[src/rtl/adder_accumulator_if.sv]
// Handshake bundle between the nbits_adder result source, adder_accumulator and its consumer.
// master = environment (drives samples, accepts totals); slave = adder_accumulator.
interface adder_accumulator_if #(
  parameter int WIDTH     = 8,
  parameter int ACC_WIDTH = 16,
  parameter int CNT_WIDTH = 3
);
  logic                 in_clear;
  logic                 in_valid;
  logic                 in_ready;
  logic [WIDTH-1:0]     in_sum;
  logic                 in_carry;
  logic                 out_valid;
  logic                 out_ready;
  logic [ACC_WIDTH-1:0] out_acc;
  logic                 out_overflow;
  logic [CNT_WIDTH-1:0] out_count;

  modport master (
    output in_clear, in_valid, in_sum, in_carry, out_ready,
    input  in_ready, out_valid, out_acc, out_overflow, out_count
  );

  modport slave (
    input  in_clear, in_valid, in_sum, in_carry, out_ready,
    output in_ready, out_valid, out_acc, out_overflow, out_count
  );
endinterface

[src/rtl/adder_accumulator.sv]
// Accumulates BURST_LEN {carry,sum} samples and holds the total on a valid/ready output.
// Define ADDER_ACCUM_SATURATE_EN to clamp the total at all-ones instead of wrapping.
module adder_accumulator #(
  parameter int WIDTH     = 8,
  parameter int BURST_LEN = 4,
  parameter int ACC_WIDTH = 16
) (
  input  logic                 clk,
  input  logic                 rst_n,
  adder_accumulator_if.slave   bus
);
  localparam int CNT_WIDTH = $clog2(BURST_LEN + 1);

  typedef enum logic {ACCUM, HOLD} state_t;

  state_t                 state_q, state_d;
  logic [ACC_WIDTH-1:0]   acc_q, acc_d;
  logic [CNT_WIDTH-1:0]   cnt_q, cnt_d;
  logic                   ovf_q, ovf_d;
  logic                   in_ready_q, in_ready_d;
  logic                   out_valid_q, out_valid_d;
  logic [ACC_WIDTH:0]     sample;
  logic [ACC_WIDTH:0]     sum_full;
  logic                   accept;

  // Bit ACC_WIDTH of the untruncated sum marks an overflowing add.
  function automatic logic [ACC_WIDTH-1:0] acc_limit(input logic [ACC_WIDTH:0] s);
`ifdef ADDER_ACCUM_SATURATE_EN
    acc_limit = s[ACC_WIDTH] ? {ACC_WIDTH{1'b1}} : s[ACC_WIDTH-1:0];
`else
    acc_limit = s[ACC_WIDTH-1:0];
`endif
  endfunction

  assign sample   = {{(ACC_WIDTH - WIDTH){1'b0}}, bus.in_carry, bus.in_sum};
  assign sum_full = {1'b0, acc_q} + sample;
  assign accept   = bus.in_valid && in_ready_q;

  always_comb begin
    state_d     = state_q;
    acc_d       = acc_q;
    cnt_d       = cnt_q;
    ovf_d       = ovf_q;
    in_ready_d  = in_ready_q;
    out_valid_d = out_valid_q;
    if (bus.in_clear) begin
      state_d     = ACCUM;
      acc_d       = '0;
      cnt_d       = '0;
      ovf_d       = 1'b0;
      in_ready_d  = 1'b1;
      out_valid_d = 1'b0;
    end else begin
      case (state_q)
        ACCUM: begin
          if (accept) begin
            acc_d = acc_limit(sum_full);
            ovf_d = ovf_q | sum_full[ACC_WIDTH];
            cnt_d = cnt_q + CNT_WIDTH'(1);
            if (cnt_q == CNT_WIDTH'(BURST_LEN - 1)) begin
              state_d     = HOLD;
              in_ready_d  = 1'b0;
              out_valid_d = 1'b1;
            end
          end
        end
        HOLD: begin
          // Restart only after the consumer takes the total; input stays stalled meanwhile.
          if (bus.out_ready) begin
            state_d     = ACCUM;
            acc_d       = '0;
            cnt_d       = '0;
            ovf_d       = 1'b0;
            in_ready_d  = 1'b1;
            out_valid_d = 1'b0;
          end
        end
        default: state_d = ACCUM;
      endcase
    end
  end

  always_ff @(posedge clk) begin
    if (!rst_n) begin
      state_q     <= ACCUM;
      acc_q       <= '0;
      cnt_q       <= '0;
      ovf_q       <= 1'b0;
      in_ready_q  <= 1'b1;
      out_valid_q <= 1'b0;
    end else begin
      state_q     <= state_d;
      acc_q       <= acc_d;
      cnt_q       <= cnt_d;
      ovf_q       <= ovf_d;
      in_ready_q  <= in_ready_d;
      out_valid_q <= out_valid_d;
    end
  end

  assign bus.in_ready     = in_ready_q;
  assign bus.out_valid    = out_valid_q;
  assign bus.out_acc      = acc_q;
  assign bus.out_overflow = ovf_q;
  assign bus.out_count    = cnt_q;
endmodule

[src/flat_wrapper.sv]
// flat-port wrapper written by rule: the top's interface ports become plain ports
module adder_accumulator_flat 
#(
  parameter int WIDTH     = 8,
  parameter int BURST_LEN = 4,
  parameter int ACC_WIDTH = 16
)
  (clk, rst_n, bus_in_clear, bus_in_valid, bus_in_sum, bus_in_carry, bus_out_ready, bus_in_ready, bus_out_valid, bus_out_acc, bus_out_overflow, bus_out_count);
  adder_accumulator_if #(.WIDTH(WIDTH), .ACC_WIDTH(ACC_WIDTH), .CNT_WIDTH(3)) bus_i ();
  input  logic clk;
  input  logic rst_n;
  input wire logic [$bits(bus_i.in_clear)-1:0] bus_in_clear;
  input wire logic [$bits(bus_i.in_valid)-1:0] bus_in_valid;
  input wire logic [$bits(bus_i.in_sum)-1:0] bus_in_sum;
  input wire logic [$bits(bus_i.in_carry)-1:0] bus_in_carry;
  input wire logic [$bits(bus_i.out_ready)-1:0] bus_out_ready;
  output wire logic [$bits(bus_i.in_ready)-1:0] bus_in_ready;
  output wire logic [$bits(bus_i.out_valid)-1:0] bus_out_valid;
  output wire logic [$bits(bus_i.out_acc)-1:0] bus_out_acc;
  output wire logic [$bits(bus_i.out_overflow)-1:0] bus_out_overflow;
  output wire logic [$bits(bus_i.out_count)-1:0] bus_out_count;
  assign bus_i.in_clear = bus_in_clear;
  assign bus_i.in_valid = bus_in_valid;
  assign bus_i.in_sum = bus_in_sum;
  assign bus_i.in_carry = bus_in_carry;
  assign bus_i.out_ready = bus_out_ready;
  assign bus_in_ready = bus_i.in_ready;
  assign bus_out_valid = bus_i.out_valid;
  assign bus_out_acc = bus_i.out_acc;
  assign bus_out_overflow = bus_i.out_overflow;
  assign bus_out_count = bus_i.out_count;
  adder_accumulator #(.WIDTH(WIDTH), .BURST_LEN(BURST_LEN), .ACC_WIDTH(ACC_WIDTH)) u_core (.clk(clk), .rst_n(rst_n), .bus(bus_i));
endmodule
[config.mk]
export PLATFORM = sky130hd
export DESIGN_NAME = adder_accumulator_flat
export DESIGN_NICKNAME = d
export VERILOG_FILES = /design/src/rtl/adder_accumulator_if.sv /design/src/rtl/adder_accumulator.sv /design/src/flat_wrapper.sv
export SDC_FILE = /design/constraint.sdc
export NUM_CORES = 1
export LEC_CHECK = 0
export CORE_MARGIN = 2
export CORE_UTILIZATION = 43
export DETAILED_ROUTE_END_ITERATION = 6
export GPL_ROUTABILITY_DRIVEN = 1
export PLACE_DENSITY = 0.83
export SYNTH_ARGS = -nofsm -noshare
export SYNTH_HDL_FRONTEND = slang
export SYNTH_SLANG_ARGS = --single-unit
[constraint.sdc]
create_clock -name clk -period 1.7 [get_ports clk]
set_input_delay 0.34 -clock clk [delete_from_list [all_inputs] [get_ports clk]]
set_output_delay 0.34 -clock clk [all_outputs]
set_load 0.01 [all_outputs]
# Yosys cells after proc, flatten, opt, wreduce, memory -nomap -nowiden
# Index checks and enable logic that the tools add are counted.
# op_classes
reduce_logical	4
eq_ne	4
mux	20
bitwise_logic	3
addsub	2
# ops
operator	count
two-way mux 16 bit	2
one-hot mux 16 bit (2 select lines)	1
adder 16 x 9 -> 17 bit	1
two-way mux 1 bit	10
one-hot mux 1 bit (2 select lines)	4
two-way mux 3 bit	2
one-hot mux 3 bit (2 select lines)	1
inequality test 2 x 1 -> 1 bit, second input constant	2
adder 3 x 1 -> 3 bit, second input constant	1
== test 3 x 2 -> 1 bit, second input constant	1
AND reduction 3 bit	1
inequality test 2 bit, second input constant	1
inverter 1 bit	2
AND reduction 2 bit	1
OR reduction 2 bit	1
logical AND 1 bit	1
OR 1 bit	1
# word_totals
reg_bits	23
in_bits	14
word_cells	39
output_inout_bits	22

# Logic depth before layout (Yosys ltp)
# Gate-level depths: netlist (run 1).
# depth
depth_word	4
ltp_mapped	8
ltp_nobuf	8

# Worst setup path after synthesis (run 1)
# Ideal clock, no wire load.
# synth_timing
path_kind	register -> register
startpoint	register u_core.acc_q[0], in the netlist u_core.bus.out_acc[0]
endpoint	register u_core.acc_q[14], in the netlist u_core.bus.out_acc[14]
stages_incl_launch_ff	9
t_required_ns	1.577
n_path_buf	0
arrival_time_ns	1.783
slack_ns	-0.206
setup_time_ns	0.123
synth_period_minus_slack_ns	1.906
cell_sequence	dfxtp_1 > ha_1 > inv_1 > fa_1 > nor2b_1 > o311ai_1 > a211oi_1 > xnor2_1 > nor2_1
# synth_between
elab_chain_len	3
# synth_rtl
element	line	source
from (decl)	adder_accumulator.sv:17	logic [ACC_WIDTH-1:0] acc_q, acc_d;
from (signal assigned)	adder_accumulator.sv:86	acc_q <= '0;
from (signal assigned)	adder_accumulator.sv:93	acc_q <= acc_d;
adder 16 x 9 -> 17 bit	adder_accumulator.sv:36	assign sum_full = {1'b0, acc_q} + sample;
two-way mux 16 bit	adder_accumulator.sv:56	if (accept) begin
one-hot mux 16 bit (2 select lines)	adder_accumulator.sv:54	case (state_q)
# Every way passes these cells. The select of a mux whose other input is x is not followed.
# A chain may end at the register's enable or synchronous reset.

# Final worst setup path (run 1)
# layout_timing
startpoint	register u_core.acc_q[0], in the netlist u_core.bus.out_acc[0]
endpoint	register u_core.acc_q[6], in the netlist u_core.bus.out_acc[6]
# The elaborated chain is that of the path after synthesis.

==> results.yml, run 1 <==
timing:
  rsz0062_at_grt: "true"
  setup_viol: 7
  fin_crit_sh: 1.065
  layout_setup_ws_ns: -0.1113
  fin_worst_skew_ns: 0.008597
  fin_tns_setup_ns: -0.4087
  finalMaxSlewViolations: 0
  slew_headroom: 0.7622
  worst_pin_slew_ns: 0.3559
  fmax_mhz: 552.1
  finalHoldViolCount: 0
  min_period_ns: 1.811
placement:
  gp_congestion: 0.8955
  port_buffers: 35
  dpl-instance-area_um2: 2026
  place_hpwl_mm: 2.848
  dp_slack_ns: -0.5743
run_status:
  outcome: "complete, but fails checks"
  violations: "negative setup slack"
drt:
  drtPass1Iterations: 4
  via_count: 1554
  drtIter0Drc: 65
  ant_nets: 0
  drc: 0
  routedWlPerCell_um: 16.29
  routed_wl_mm: 4.544
  drt-vias-per-instance: 5.570
floorplanning:
  core_um2: 3028
  die-area_um2: 3598
  start_util: 0.4450
  ios: 36
  chipWidth_um: 59.98
  rows: 20
  die_y_um: 59.98
setup_path:
  worst_setup_path_end_kind: "flop"
  crit_required_ns: 1.92
  cp_max_fo: 3
  critPathLaunchType: "flop"
  arrival_ns: 2.03
  worstSetupPathType: "flop to flop"
clock_network:
  cts_tree: "built"
  cts_buffers: 3
  cts_sinks: 23
  clock_latency_ns: 0.32
  holdBufCountCts: 0
  cts_buffer_depth: 2
  htree_levels: 1
  clk_pin_slew_worst_paths_ns: 0.13
  ctsRootBufferMaster: "clkbuf_4"
logic_synthesis:
  yosys.area.top_type: "dfxtp_1"
  synthCells: 161
  ys_types: 41
  post_synth.cell_area_avg_um2: 8.370
  synth-edff-count: 0
  yosysMostFrequentCell: "dfxtp_1"
  synth_top_area_frac: 0.3417
  synthTopCellsByCount: "23 x dfxtp_1, 22 x nor2_1, 19 x a21oi_1"
  synth_area_um2: 1348
  synthArstFlopShare: 0
  yosysWarnings: 0
  ys_seq_area_frac: 0.3417
  syn_nets: 187
  ys_ff_latch: 23
  ys.flop_type: "dfxtp_1"
  synth_area_leaders: "dfxtp_1 34%, ha_1 10%, a21oi_1 7.1%"
finish:
  drive_gt1_frac: 0.3787
  antennaDiodeCount: 0
  area_delta_synth_final_pct: 71.77
  postLayoutCellArea_um2: 2315
  nets: 262
global_routing:
  grt_max_degree: 13
  grt_antenna_before_repair: 0
  grt_pass1_wl_mm: 6.596
  grt_overflow: 0
  grtUsageTotal: 0.2485
  grt_pass1_vias: 1498
power_and_ir_drop:
  p_sw_frac: 0.2964
  p_sw_uw: 346.7
  p_clk_frac: 0.226
  total_power_mw: 1.170
  p_int_uw: 823.1
  p_seq_frac: 0.481
  combPwrFrac: 0.293
  p_per_area_nw_per_um2: 505.4
  p_leak_nw: 1.067
  ir_worst_vdd_uv: 468.7
worst_hold_path:
  min_path_type: "flop to flop"
run:
  cap_viol_max_count: 0
-- metrics by stage --
step / utilization / instances / hold WS (ns)
final: 0.7645 / 279 / 0.5104
after global routing: 0.7645 / 279 / 0.5372
after CTS: 0.7426 / 279 / 0.5097
after detailed placement: 0.6690 / 271 / 0.4792
after global placement: 0.6690 / 271 / 0.4511
after floorplan: - / 161 / 0.4762
-- logic make-up after synthesis --
logic type,count (synthesis),synth area share
multiplexers,2,0.01486
AO/OA/AOI/OAI,52,0.2572
buffers and inverters,10,0.02971
XOR/XNOR,6,0.03900
AND/OR/NAND/NOR,56,0.2006
adder cells (fa/ha/maj),12,0.1170
flip-flops,23,0.3417
-- what timing repair did --
| action | in CTS | in global routing |
|---|---|---|
| setup endpoints to repair | 14 | 26 |
| resized for setup | 42 | 21 |
| setup buffers | 5 | 0 |
| endpoints found under the hold margin | 0 | 0 |
| pin swaps | 24 | 11 |
-- sequential cells by signal, indices dropped and copies added, names as in the netlist --
name	count
u_core.bus.in_ready	1
u_core.bus.out_valid	1
u_core.bus.out_acc	16
u_core.state_q	1
u_core.bus.out_overflow	1
u_core.bus.out_count	3
-- cells in the final DEF, fill, tap and decap left out, types with 2 or more instances in the layout --
| cell | n |
|---|---|
| a31oi_1 | 2 |
| o211ai_1 | 2 |
| dfxtp_2 | 14 |
| nor2_1 | 22 |
| nand2_1 | 9 |
| ha_1 | 2 |
| a21oi_1 | 11 |
| nor3_1 | 2 |
| a211oi_2 | 2 |
| ha_4 | 9 |
| clkbuf_4 | 3 |
| dlygate4sd2_1 | 10 |
| dfxtp_1 | 8 |
| xnor2_1 | 5 |
| a21o_1 | 3 |
| a21oi_4 | 2 |
| a21oi_2 | 6 |
| inv_1 | 5 |
| mux2i_1 | 2 |
| o21ai_0 | 6 |
| nand3_1 | 4 |
| and3_1 | 7 |
| dlymetal6s2s_1 | 8 |
| a22oi_1 | 5 |
| buf_4 | 39 |
| clkdlybuf4s50_1 | 17 |
| or3_1 | 3 |
-- power by group through the flow --
| stage | Combinational, mW | Sequential [mW] | Clock [mW] |
|---|---|---|---|
| 2_1_floorplan | 0.125 | 0.576 | 0 |
| 3_3_place_gp | 0.266 | 0.569 | 0 |
| 3_5_place_dp | 0.273 | 0.569 | 0 |
| 4_1_cts | 0.316 | 0.563 | 0.271 |
| 5_1_grt | 0.364 | 0.564 | 0.305 |
| 6_report | 0.343 | 0.562 | 0.264 |
-- per-layer routing --
layer  vias up  part of all wire  track usage
met3        11             0.061      0.05411
met4         0             0.032       0.1365
met2        67              0.50       0.4006
li1        738                 -            -
met5         -                 0            0
met1       738              0.41       0.3054
-- critical path, cell delays in order, from the launching register on --
cell and delay [ns]:
dfxtp_2 0.37, ha_4 0.13, inv_2 0.04, fa_2 0.38
nor2b_4 0.16, o31a_1 0.25, a21oi_2 0.10, mux2i_1 0.20
nand2_1 0.07
-- worst paths after layout --
path / cells after the start / start / to / slack, ns
setup reg to reg: 8 / u_core.bus.out_acc[0] / u_core.bus.out_acc[6] / -0.11
hold reg to reg: 2 / u_core.bus.out_overflow / u_core.bus.out_overflow / 0.51
setup / recovery: 8 / u_core.bus.out_acc[0] / u_core.bus.out_acc[6] / -0.11
hold / removal: 2 / u_core.bus.out_overflow / u_core.bus.out_overflow / 0.51
-- cell type report --
type	count	area, µm²
timing repair buffer	74	650.6
clock buffer	4	26.28
multi-input combinational	128	1079
fill	193	713.2
inverter	6	22.52
tap	44	55.05
sequential	23	481.7
Note: power is estimated with default switching activity, not from simulation.
==> inputs of run 2 (changes only) <==
--- a/config.mk
+++ b/config.mk
@@ -7,2 +7,3 @@
 export LEC_CHECK = 0
+export CORE_ASPECT_RATIO = 1.2
 export CORE_MARGIN = 2
@@ -12,2 +13,3 @@
 export PLACE_DENSITY = 0.83
+export SLEW_MARGIN = 0
 export SYNTH_ARGS = -nofsm -noshare
--- a/constraint.sdc
+++ b/constraint.sdc
@@ -3,2 +3,2 @@
 set_output_delay 0.34 -clock clk [all_outputs]
-set_load 0.01 [all_outputs]
+set_load 0.05 [all_outputs]
==> results.yml, run 2 (synthesis gave the netlist of run 1 again) <==
power_and_ir_drop:
  total_power_mw: 1.154
  p_per_area_nw_per_um2: 538.0
  p_leak_nw: 0.9090
  ir_worst_vdd_uv: 611.2
drt:
  via_count: 1476
  drc: 0
  drtIter0Drc: 28
  drtPass1Iterations: 4
  routedWlPerCell_um: 15.32
  routed_wl_mm: 4.013
  ant_nets: 0
  drt-vias-per-instance: 5.634
timing:
  setup_viol: 8
  worst_pin_slew_ns: 0.3662
  layout_setup_ws_ns: -0.1473
  finalMaxSlewViolations: 0
  fmax_mhz: 541.3
  fin_crit_sh: 1.087
  finalHoldViolCount: 0
  min_period_ns: 1.847
  rsz0062_at_grt: "true"
  slew_headroom: 0.7552
  fin_worst_skew_ns: 0.002228
setup_path:
  worstSetupPathType: "flop to flop"
  arrival_ns: 2.06
  critPathLaunchType: "flop"
  worst_setup_path_end_kind: "flop"
  crit_slowest_cell: "dfxtp_4"
  max_stage_delay_ns: 0.38
  cp_max_fo: 3
  crit_required_ns: 1.92
  crit_chain: "ha_4 -> inv_2 -> fa_2 -> nor2b_4 -> buf_6 -> o311ai_4 -> a21oi_2 -> xnor2_1 -> nor2_1"
floorplanning:
  die_y_um: 65.32
  chipWidth_um: 55.10
  ios: 36
  rows: 22
  start_util: 0.4450
  core_um2: 3028
  die-area_um2: 3599
clock_network:
  clk_pin_slew_worst_paths_ns: 0.13
  htree_levels: 1
  cts_tree: "built"
  clock_latency_ns: 0.31
  cts_buffers: 3
  ctsRootBufferMaster: "clkbuf_4"
  cts_buffer_depth: 2
  cts_sinks: 23
global_routing:
  grt_antenna_before_repair: 0
  grt_max_degree: 14
  grt_overflow: 0
  grtUsageTotal: 0.2366
  grt_pass1_wl_mm: 6.320
  grt_pass1_vias: 1457
finish:
  seq_area_um2: 490.5
  final_cell_mix: "50 x buf_4, 22 x nor2_1, 13 x dfxtp_1"
  multi_input_comb_area_um2: 1044
  drive_gt1_frac: 0.4292
  antennaDiodeCount: 0
  final_common_cell: "buf_4"
  nets: 253
  nFillCells: 247
  largest_reg_flops: 16
  area_delta_synth_final_pct: 59.24
placement:
  port_buffers: 35
  place_hpwl_mm: 3.064
  dp_slack_ns: -0.5661
  gp_congestion: 0.8868
run_status:
  violations: "negative setup slack"
  outcome: "complete, but fails checks"
run:
  cap_viol_max_count: 0
worst_hold_path:
  min_path_type: "flop to flop"
[run 2: cell types whose count changed in the layout (fill, tap and decap cells not counted), moves of 2 or more]
| cell | delta |
|---|---|
| a211oi_2 | +2 |
| dfxtp_4 | +6 |
| buf_6 | +2 |
| clkdlybuf4s50_1 | -13 |
| buf_4 | +11 |
| dfxtp_1 | +5 |
| a21oi_4 | -2 |
| dlymetal6s2s_1 | -8 |
| dfxtp_2 | -11 |
[run 2: area by class of cell]
type                    instances  share of cell area
clock inverters                 1            0.002332
well taps                      36             0.02099
flip-flops and latches         23              0.2286
repair buffers                 65              0.2408
multi-input cells             128              0.4863
inverters                       6             0.01050
clock buffers                   3             0.01050
[run 2: what timing repair did]
action	CTS	global route
setup buffers	5	1
hold buffers	0	0
resized for setup	18	6
pin swaps	18	14
setup endpoints to repair	13	11
[run 2: final timing paths]
path / start / endpoint / slack (ns) / cells after the start
setup / recovery: u_core.bus.out_acc[0] / u_core.bus.out_acc[12] / -0.15 / 9
hold / removal: u_core.bus.out_acc[7] / u_core.bus.out_acc[7] / 0.50 / 2
setup reg to reg: u_core.bus.out_acc[0] / u_core.bus.out_acc[12] / -0.15 / 9
hold reg to reg: u_core.bus.out_acc[7] / u_core.bus.out_acc[7] / 0.50 / 2
[run 2: metal layers]
layer / track usage / vias to the layer above / part of all wire
met3: 0.03182 / 10 / 0.043
met5: 0 / - / 0
met1: 0.2641 / 699 / 0.40
met2: 0.4390 / 45 / 0.53
li1: - / 722 / -
met4: 0.07622 / 0 / 0.022
[run 2: stage by stage]
stage	hold WS (ns)	setup TNS, ns	std cells	utilization	cell area, µm²
final	0.5042	-0.6121	262	0.7087	2146
after CTS	0.5074	-0.6037	261	0.6988	2116
after detailed placement	0.4776	-7.352	252	0.6682	2023
after global placement	0.4563	-6.353	252	0.6682	2023
after global routing	0.5222	-1.454	262	0.7087	2146
after floorplan	0.4762	-0.1240	161	-	1520
[run 2: power breakdown]
part | leakage (nW) | internal [mW] | switching, mW
registers | 0.192 | 0.544 | 0.0121
logic | 0.699 | 0.158 | 0.177
clock network | 0.0177 | 0.0880 | 0.175
[run 2: worst max-delay path: cells and delay by family, from the launching register on]
kind	cells	cell delay, ns
XOR/XNOR	1	0.14
buffers and inverters	2	0.16
adder cells (fa/ha/maj)	2	0.51
AO/OA/AOI/OAI	2	0.34
flip-flops	1	0.38
AND/OR/NAND/NOR	2	0.22
==> inputs of run 3 (changes only) <==
Settings changed: CORE_MARGIN 2 to 10.
==> results.yml, run 3 (synthesis gave the netlist of run 1 again) <==
run_status:
  outcome: "complete, but fails checks"
  violations: "negative setup slack"
run:
  cap_viol_max_count: 0
global_routing:
  grt_pass1_vias: 1516
  grtUsageTotal: 0.1455
  grt_pass1_wl_mm: 7.072
  grt_antenna_before_repair: 0
  grt_max_degree: 14
  grt_overflow: 0
floorplanning:
  ios: 36
  rows: 22
  die-area_um2: 5782
  die_y_um: 81.32
  core_um2: 3028
  chipWidth_um: 71.10
  start_util: 0.4450
timing:
  finalMaxSlewViolations: 0
  setup_viol: 6
  fin_worst_skew_ns: 0.004573
  layout_setup_ws_ns: -0.07534
  worst_pin_slew_ns: 0.3542
  slew_headroom: 0.7632
  fin_tns_setup_ns: -0.2328
  fin_crit_sh: 1.044
  min_period_ns: 1.775
  finalHoldViolCount: 0
  rsz0062_at_grt: "true"
  fmax_mhz: 563.3
finish:
  area_delta_synth_final_pct: 60.82
  largest_reg_flops: 16
  drive_gt1_frac: 0.4444
  final_common_cell: "buf_4"
  nFillCells: 237
  multi_input_comb_area_um2: 1076
  seq_area_um2: 490.5
  postLayoutCellArea_um2: 2167
  nets: 252
  final_util: 0.7157
  antennaDiodeCount: 0
  final_cell_mix: "50 x buf_4, 21 x nor2_1, 13 x dfxtp_1"
clock_network:
  cts_buffers: 3
  ctsRootBufferMaster: "clkbuf_4"
  clk_pin_slew_worst_paths_ns: 0.14
  cts_sinks: 23
  htree_levels: 1
  holdBufCountCts: 0
  cts_buffer_depth: 2
  clock_latency_ns: 0.31
  cts_tree: "built"
power_and_ir_drop:
  p_int_uw: 797.3
  p_sw_frac: 0.3178
  combPwrFrac: 0.299
  p_sw_uw: 371.4
  p_clk_frac: 0.225
  ir_worst_vdd_uv: 411.1
  total_power_mw: 1.169
  p_per_area_nw_per_um2: 539.3
  p_seq_frac: 0.476
  p_leak_nw: 0.9029
drt:
  via_count: 1494
  drtPass1Iterations: 4
  drtIter0Drc: 77
  routed_wl_mm: 4.406
  drt-vias-per-instance: 5.724
  drc: 0
  ant_nets: 0
  routedWlPerCell_um: 16.88
setup_path:
  crit_required_ns: 1.92
  critPathLaunchType: "flop"
  worstSetupPathType: "flop to flop"
  r2r_start: "u_core.bus.out_acc[0]"
  crit_slowest_cell: "dfxtp_4"
  crit_chain: "ha_4 -> inv_2 -> fa_2 -> nor2b_4 -> o31a_1 -> a21boi_2 -> a211o_1"
  worst_setup_path_end_kind: "flop"
  arrival_ns: 1.99
  max_stage_delay_ns: 0.38
  crit_start: "u_core.bus.out_acc[0]"
  cp_max_fo: 3
worst_hold_path:
  hold_start: "u_core.bus.out_overflow"
  min_path_type: "flop to flop"
placement:
  dpl-instance-area_um2: 2008
  place_hpwl_mm: 3.353
  gp_congestion: 0.8611
  port_buffers: 35
  dp_slack_ns: -0.5616
## run 3: path summary, 6_finish.rpt
check	depth (start not counted)	slack [ns]	end
worst max register to register	7	-0.08	u_core.bus.out_acc[8]
worst min-delay path	2	0.50	u_core.bus.out_overflow
worst max-delay path	7	-0.08	u_core.bus.out_acc[8]
worst min register to register	2	0.50	u_core.bus.out_overflow
## run 3: layer usage
metal  wire (µm)  vias to the layer above  global-route usage
li1            -                      724                   -
met1        1752                      700              0.1558
met2        2218                       53              0.2620
met3         298                       17             0.03902
met4         136                        0             0.06589
met5           0                        -                   0
## run 3: power by group through the flow
| stage | logic (mW) | clock network (mW) | registers, mW |
|---|---|---|---|
| 6_report | 0.349 | 0.263 | 0.557 |
| 5_1_grt | 0.375 | 0.291 | 0.559 |
| 4_1_cts | 0.331 | 0.271 | 0.557 |
| 3_5_place_dp | 0.313 | 0 | 0.569 |
| 3_3_place_gp | 0.307 | 0 | 0.569 |
| 2_1_floorplan | 0.147 | 0 | 0.607 |
## run 3: final cells by class
type / count / area share
Multi-Input combinational cell: 128 / 0.4965
Timing Repair Buffer: 64 / 0.2333
Sequential cell: 23 / 0.2263
Tap cell: 36 / 0.02079
Clock buffer: 3 / 0.01039
Inverter: 6 / 0.01039
Clock inverter: 1 / 0.002309
## run 3: critical path, delay by kind of cell, from the launching register on
kind	cells	cell delay, ns
compound gates	3	0.60
fa+ha+maj	2	0.50
flops	1	0.38
simple gates	1	0.17
buf+inv	1	0.04
## run 3: what timing repair did
action                     CTS  global route
pin swaps                   20            17
gates resized for setup     21             9
setup endpoints to repair   13            14
buffers inserted             6             2
## run 3: metrics by stage
step	cells	hold WS [ns]
2_1_floorplan	161	0.4762
3_3_place_gp	250	0.4552
3_5_place_dp	250	0.4696
4_1_cts	260	0.5019
5_1_grt	261	0.5345
6_report	261	0.5011
